==> config.mk <==
export PLATFORM = sky130hd
export DESIGN_NAME = lpcm_tdm_driver_flat
export DESIGN_NICKNAME = d
export VERILOG_FILES = /design/src/rtl/lpcm_tdm_driver_if.sv /design/src/rtl/lpcm_tdm_driver.sv /design/src/flat_wrapper.sv
export SDC_FILE = /design/constraint.sdc
export NUM_CORES = 1
export LEC_CHECK = 0
export BUFFER_PORTS_ARGS = -buffer_cell sky130_fd_sc_hd__buf_2
export CORE_MARGIN = 2
export CORE_UTILIZATION = 54
export DETAILED_ROUTE_END_ITERATION = 10
export PLACE_DENSITY_LB_ADDON = 0.05
export SKIP_LAST_GASP = 1
export SYNTH_ARGS = -nofsm -noshare
export SYNTH_HDL_FRONTEND = slang
export SYNTH_SLANG_ARGS = --single-unit
==> constraint.sdc <==
create_clock -name clk -period 2.6 [get_ports clk]
set_input_delay 0.78 -clock clk [delete_from_list [all_inputs] [get_ports clk]]
set_output_delay 0.78 -clock clk [all_outputs]
set_load 0.01 [all_outputs]
==> src/rtl/lpcm_tdm_driver_if.sv <==
// Sequencer-facing handshake bundle for lpcm_tdm_driver: request push path and
// the echo of each transmitted item.
interface lpcm_tdm_driver_if #(
  parameter int NUM_CH   = 2,
  parameter int SAMPLE_W = 16
);
  logic                       req_en;
  logic [NUM_CH*SAMPLE_W-1:0] req;
  logic                       req_ready;
  logic                       rsp_en;
  logic [NUM_CH*SAMPLE_W-1:0] rsp;

  modport master (output req_en, output req, input req_ready, input rsp_en, input rsp);
  modport slave  (input req_en, input req, output req_ready, output rsp_en, output rsp);
endinterface

==> src/rtl/lpcm_tdm_driver.sv <==
// Buffers multi-channel frame items in a FIFO and serialises them onto a TDM
// LPCM line, zero-filling and counting underruns when the FIFO runs dry.
module lpcm_tdm_driver #(
  parameter int NUM_CH     = 2,
  parameter int SAMPLE_W   = 16,
  parameter int CLK_DIV    = 4,
  parameter int FIFO_DEPTH = 4,
  parameter int NUM_ITEMS  = 16
) (
  input  logic                    clk,
  input  logic                    rst_n,
  lpcm_tdm_driver_if.slave        bus,
  output logic                    sclk,
  output logic                    fsync,
  output logic                    sdata,
  output logic [15:0]             underrun_cnt,
  output logic                    done
);
  localparam int FRAME_BITS = NUM_CH * SAMPLE_W;
  localparam int DIV_W      = $clog2(CLK_DIV);
  localparam int BIT_W      = $clog2(FRAME_BITS);
  localparam int PTR_W      = $clog2(FIFO_DEPTH);
  localparam int CNT_W      = (NUM_ITEMS > 1) ? $clog2(NUM_ITEMS) : 1;

  localparam logic [DIV_W-1:0] DIV_LAST  = DIV_W'(CLK_DIV - 1);
  localparam logic [DIV_W-1:0] DIV_HALF  = DIV_W'(CLK_DIV / 2);
  localparam logic [BIT_W-1:0] BIT_LAST  = BIT_W'(FRAME_BITS - 1);
  localparam logic [PTR_W:0]   FIFO_FULL = (PTR_W + 1)'(FIFO_DEPTH);
  localparam logic [CNT_W-1:0] CNT_LAST  = CNT_W'(NUM_ITEMS - 1);

  typedef enum logic {IDLE, RUN} state_e;
  typedef logic [FRAME_BITS-1:0] item_t;

  state_e               state_q, state_d;
  logic [DIV_W-1:0]     div_q, div_d;
  logic [BIT_W-1:0]     bit_q, bit_d;
  item_t                shift_q, shift_d;
  item_t                cur_item_q, cur_item_d;
  logic                 cur_fifo_q, cur_fifo_d;
  logic                 sclk_q, sclk_d;
  logic                 fsync_q, fsync_d;
  logic                 sdata_q, sdata_d;
  logic                 rsp_en_q, rsp_en_d;
  item_t                rsp_q, rsp_d;
  logic [15:0]          und_q, und_d;
  logic                 done_q, done_d;
  logic [CNT_W-1:0]     rsp_cnt_q, rsp_cnt_d;

  item_t                mem_q [FIFO_DEPTH];
  item_t                mem_d [FIFO_DEPTH];
  logic [PTR_W-1:0]     wr_q, wr_d;
  logic [PTR_W-1:0]     rd_q, rd_d;
  logic [PTR_W:0]       count_q, count_d;

  logic                 full, empty, push, pop, load;
  item_t                head, load_item;

  // Channel 0 is moved to the top so a plain left shift emits ch0..chN-1, each MSB first.
  function automatic item_t serial_order(input item_t it);
    item_t s;
    s = '0;
    for (int c = 0; c < NUM_CH; c++) begin
      s[(NUM_CH-1-c)*SAMPLE_W +: SAMPLE_W] = it[c*SAMPLE_W +: SAMPLE_W];
    end
    return s;
  endfunction

  assign full  = (count_q == FIFO_FULL);
  assign empty = (count_q == '0);
  assign push  = bus.req_en && !full;
  assign head  = mem_q[rd_q];

  always_comb begin
    state_d    = state_q;
    div_d      = div_q;
    bit_d      = bit_q;
    shift_d    = shift_q;
    cur_item_d = cur_item_q;
    cur_fifo_d = cur_fifo_q;
    rsp_en_d   = 1'b0;
    rsp_d      = rsp_q;
    und_d      = und_q;
    done_d     = done_q;
    rsp_cnt_d  = rsp_cnt_q;
    pop        = 1'b0;
    load       = 1'b0;
    load_item  = '0;

    case (state_q)
      IDLE: begin
        if (!empty) begin
          pop       = 1'b1;
          load      = 1'b1;
          load_item = head;
          state_d   = RUN;
          div_d     = '0;
          bit_d     = '0;
        end
      end
      RUN: begin
        if (div_q == DIV_LAST) begin
          div_d = '0;
          if (bit_q == BIT_LAST) begin
            bit_d = '0;
            load  = 1'b1;
            if (cur_fifo_q) begin
              rsp_en_d = 1'b1;
              rsp_d    = cur_item_q;
              if (!done_q) begin
                if (rsp_cnt_q == CNT_LAST) done_d = 1'b1;
                else rsp_cnt_d = rsp_cnt_q + CNT_W'(1);
              end
            end
            if (!empty) begin
              pop       = 1'b1;
              load_item = head;
            end else if (und_q != 16'hFFFF) begin
              und_d = und_q + 16'd1;
            end
          end else begin
            bit_d   = bit_q + BIT_W'(1);
            shift_d = {shift_q[FRAME_BITS-2:0], 1'b0};
          end
        end else begin
          div_d = div_q + DIV_W'(1);
        end
      end
      default: state_d = IDLE;
    endcase

    if (load) begin
      shift_d    = serial_order(load_item);
      cur_item_d = load_item;
      cur_fifo_d = pop;
    end

    // Line outputs follow the next-state counters so they register in step with them.
    sclk_d  = (state_d == RUN) && (div_d >= DIV_HALF);
    fsync_d = (state_d == RUN) && (bit_d == '0);
    sdata_d = (state_d == RUN) && shift_d[FRAME_BITS-1];
  end

  always_comb begin
    mem_d   = mem_q;
    wr_d    = wr_q;
    rd_d    = rd_q;
    count_d = count_q;
    if (push) begin
      mem_d[wr_q] = bus.req;
      wr_d        = wr_q + PTR_W'(1);
    end
    if (pop) rd_d = rd_q + PTR_W'(1);
    if (push && !pop)      count_d = count_q + (PTR_W + 1)'(1);
    else if (!push && pop) count_d = count_q - (PTR_W + 1)'(1);
  end

  always_ff @(posedge clk or negedge rst_n) begin
    if (!rst_n) begin
      state_q    <= IDLE;
      div_q      <= '0;
      bit_q      <= '0;
      shift_q    <= '0;
      cur_item_q <= '0;
      cur_fifo_q <= 1'b0;
      sclk_q     <= 1'b0;
      fsync_q    <= 1'b0;
      sdata_q    <= 1'b0;
      rsp_en_q   <= 1'b0;
      rsp_q      <= '0;
      und_q      <= '0;
      done_q     <= 1'b0;
      rsp_cnt_q  <= '0;
      mem_q      <= '{default: '0};
      wr_q       <= '0;
      rd_q       <= '0;
      count_q    <= '0;
    end else begin
      state_q    <= state_d;
      div_q      <= div_d;
      bit_q      <= bit_d;
      shift_q    <= shift_d;
      cur_item_q <= cur_item_d;
      cur_fifo_q <= cur_fifo_d;
      sclk_q     <= sclk_d;
      fsync_q    <= fsync_d;
      sdata_q    <= sdata_d;
      rsp_en_q   <= rsp_en_d;
      rsp_q      <= rsp_d;
      und_q      <= und_d;
      done_q     <= done_d;
      rsp_cnt_q  <= rsp_cnt_d;
      mem_q      <= mem_d;
      wr_q       <= wr_d;
      rd_q       <= rd_d;
      count_q    <= count_d;
    end
  end

  assign bus.req_ready = !full;
  assign bus.rsp_en    = rsp_en_q;
  assign bus.rsp       = rsp_q;
  assign sclk          = sclk_q;
  assign fsync         = fsync_q;
  assign sdata         = sdata_q;
  assign underrun_cnt  = und_q;
  assign done          = done_q;
endmodule

==> src/flat_wrapper.sv <==
// flat-port wrapper written by rule: the top's interface ports become plain ports
module lpcm_tdm_driver_flat 
#(
  parameter int NUM_CH     = 2,
  parameter int SAMPLE_W   = 16,
  parameter int CLK_DIV    = 4,
  parameter int FIFO_DEPTH = 4,
  parameter int NUM_ITEMS  = 16
)
  (clk, rst_n, sclk, fsync, sdata, underrun_cnt, done, bus_req_en, bus_req, bus_req_ready, bus_rsp_en, bus_rsp);
  lpcm_tdm_driver_if #(.NUM_CH(NUM_CH), .SAMPLE_W(SAMPLE_W)) bus_i ();
  input  logic clk;
  input  logic rst_n;
  output logic sclk;
  output logic fsync;
  output logic sdata;
  output logic [15:0] underrun_cnt;
  output logic done;
  input wire logic [$bits(bus_i.req_en)-1:0] bus_req_en;
  input wire logic [$bits(bus_i.req)-1:0] bus_req;
  output wire logic [$bits(bus_i.req_ready)-1:0] bus_req_ready;
  output wire logic [$bits(bus_i.rsp_en)-1:0] bus_rsp_en;
  output wire logic [$bits(bus_i.rsp)-1:0] bus_rsp;
  assign bus_i.req_en = bus_req_en;
  assign bus_i.req = bus_req;
  assign bus_req_ready = bus_i.req_ready;
  assign bus_rsp_en = bus_i.rsp_en;
  assign bus_rsp = bus_i.rsp;
  lpcm_tdm_driver #(.NUM_CH(NUM_CH), .SAMPLE_W(SAMPLE_W), .CLK_DIV(CLK_DIV), .FIFO_DEPTH(FIFO_DEPTH), .NUM_ITEMS(NUM_ITEMS)) u_core (.clk(clk), .rst_n(rst_n), .bus(bus_i), .sclk(sclk), .fsync(fsync), .sdata(sdata), .underrun_cnt(underrun_cnt), .done(done));
endmodule
==> out/metrics.yaml <==
status: "complete, no violations"
finalPower_mw: 13.31
worstPathRequired_ns: 3.04
worstMarginPinSlew_ns: 0.5711
antenna_found_initial: 1
avgSynthCellArea_sq_um: 14.90
crit_path_start_kind: "flip-flop"
antenna_left: 0
crit_family: "adder cells"
io_buffer_count: 88
placementRows: 52
wire_per_inst_um: 19.93
grt_max_degree: 86
fin_crit_ns: 2.463
min_period_over_period_pct: 94.75
cts_buffers: 29
viasPerCell: 5.692
synth_cell_types: 39
max_slew_margin_pct: 61.79
clock-sinks: 265
dp_hpwl_mm: 15.03
clk_latency_ns: 0.52
multiInputGateArea_sq_um: 4274
finalHoldViolCount: 0
drc_errors: 0
nFillCells: 1530
fmax_mhz: 405.9
ios: 89
hp-class: "input pin to asynchronous set/reset pin"
finalSetupTns_ns: 0
fin_nets: 899
htreeDepth: 1
drive_above_1_share_pct: 42.00
slew_violations: 0
yosysWarnings: 0
num_vias: 6489
fin_area_sq_um: 12970
peakVddDrop_v: 0.0007804
leakage_nw: 6.366
synth_area_leaders: "dfrtp_1, mux2_2, mux4_2"
ctsHoldBuffers: 0
clockBufferDepth: 3
path_clk_slew_ns: 0.06
cpPeakStageDelay_ns: 0.41
synthCells: 744
design.core.area_sq_um: 20170
synthFlopType: "dfrtp_1"
critPathKind: "flip-flop to flip-flop"
placed_area_sq_um: 12020
gp_congestion: 0.8260
synthDominantCellAreaShare_pct: 59.81
regArea_sq_um: 6633
drt_iter0_drc: 244
cp_max_fo: 4
end_kind: "flip-flop"
synth_area_sq_um: 11090
yosys.area.top_type: "dfrtp_1"
slowest_stage: "dfrtp_1"
rsz0062_at_grt: "no"
finalSetupViolCount: 0
cts_tree: "yes"
first_global_vias: 7037
initial_core_util_pct: 54.98
crit_buf_inv: 2
die_x_um: 147.3
die_area_sq_um: 21700
grt_pass1_wl_mm: 37.77
path_cells: "ha_2 -> and3_1 -> ha_2 -> a21boi_2 -> nor2_1 -> inv_1 -> ha_1 -> inv_1 -> fa_1 -> xor2_1 -> nor2_1 -> xor2_1"
syn_nets: 791
grt-ovfl-total: 0
synth-edff-count: 0
critPathArrivalTime_ns: 2.91
wl_mm: 22.72
cts-root-buf: "clkbuf_16"
ys_ff_latch: 265
area_growth_pct: 16.95
ys_seq_area_share_pct: 59.81
ys_async_sr_fraction_pct: 100.0
die_h_um: 147.3
whs_ns: 0.1205
dr.pass1.iters: 4
clock_skew_ns: 0.006244
track_usage_pct: 21.89
power_density_nw_per_um2: 1027
cap_viol_max_count: 0
cell type report:
| class | instances | share of cell area (%) |
|---|---|---|
| multi-input combinational | 427 | 32.96 |
| antenna | 1 | 0.01930 |
| clock buffer | 46 | 6.860 |
| clock inverter | 2 | 0.2702 |
| sequential | 265 | 51.15 |
| tap | 270 | 2.605 |
| inverter | 10 | 0.2895 |
| timing repair buffer | 119 | 5.847 |
per-stage QoR:
stage,setup WS (ns),cells,utilization (%)
after floorplan,0.1708,744,-
after global placement,0.1121,1090,59.62
after detailed placement,0.01006,1090,59.62
after CTS,0.03661,1138,64.20
after global routing,0.008256,1140,64.29
final,0.1366,1140,64.29
cells in the final DEF (no fill, tap or decap), drive strengths merged, types with 11 or more instances in the layout:
| cell type | count |
|---|---|
| mux4 | 32 |
| xnor2 | 12 |
| ha | 11 |
| a21o | 34 |
| o21ai | 13 |
| nor2b | 31 |
| clkbuf | 46 |
| nand2 | 21 |
| buf | 119 |
| a221o | 30 |
| mux2 | 166 |
| dfrtp | 265 |
| nor2 | 12 |
state kept, by name, summed over array words and instances, names as in the netlist:
name / cells
u_core.sclk: 1
u_core.fsync: 1
u_core.shift_q: 32
u_core.underrun_cnt: 16
u_core.count_q: 3
u_core.div_q: 2
u_core.state_q: 1
u_core.bit_q: 5
u_core.cur_item_q: 32
u_core.rd_q: 2
u_core.sdata: 1
u_core.done: 1
u_core.bus.rsp_en: 1
u_core.rsp_cnt_q: 4
u_core.cur_fifo_q: 1
u_core.bus.rsp: 32
u_core.mem_q: 128
u_core.wr_q: 2
report_power, final:
group          internal [mW]  switching [mW]
combinational           2.04            1.23
sequential              5.41           0.716
clock                   2.41            1.51
synthesized netlist by cell type (2+ instances only):
cell type  instances
dfrtp_1          265
mux2_2           165
a21o_1            34
mux4_2            32
nor2b_1           31
a221o_1           30
clkbuf_1          25
nand2_1           21
o21ai_0           13
buf_1             12
nor2_1            12
xnor2_1           12
ha_1              11
inv_1             10
xor2_1             9
nand4_1            8
nand3_1            6
buf_2              5
nor3_1             5
a22o_1             4
and3_1             4
nor3b_1            4
and2_1             3
mux2i_1            3
or4_1              3
a21boi_1           2
nand3b_1           2
nor4b_1            2
worst paths after layout:
kind | start | endpoint | slack, ns | depth (start not counted)
max | u_core.bit_q[1]$_DFF_PN0_ | u_core.count_q[2]$_DFFE_PN0P_ | 0.14 | 12
min | rst_n | u_core.sdata$_DFF_PN0_ | 0.12 | 1
max reg2reg | u_core.bit_q[1]$_DFF_PN0_ | u_core.count_q[2]$_DFFE_PN0P_ | 0.14 | 12
min reg2reg | u_core.cur_item_q[29]$_DFFE_PN0P_ | u_core.cur_item_q[29]$_DFFE_PN0P_ | 0.47 | 1
max in group asynchronous | rst_n | u_core.mem_q[42]$_DFFE_PN0P_ | 1.76 | 2
min in group clk | u_core.cur_item_q[29]$_DFFE_PN0P_ | u_core.cur_item_q[29]$_DFFE_PN0P_ | 0.47 | 1
cell families after synthesis:
group,synth area share (%)
and+or+nand+nor,5.326
adders and majority gates,1.422
muxes,23.63
xor gates and xnor gates,1.659
buffers and inverters,1.817
DFF,59.81
AOI/OAI and AO/OA,6.342
per-layer routing:
layer  vias to the layer above  track usage [%]  wire length, um
met5                         -                0                0
met4                         0            4.712              372
met3                        31            3.727              997
met2                       134            35.44            10950
met1                      3383            31.70            10400
li1                       2941                -                -
repair_timing:
item	CTS	global route
gates resized for setup	1	3
pin swaps	0	1
buffers inserted	0	1
setup endpoints to repair	1	2
cloned	0	0
hold endpoints to repair	0	0
(Power assumes the default switching activity.)
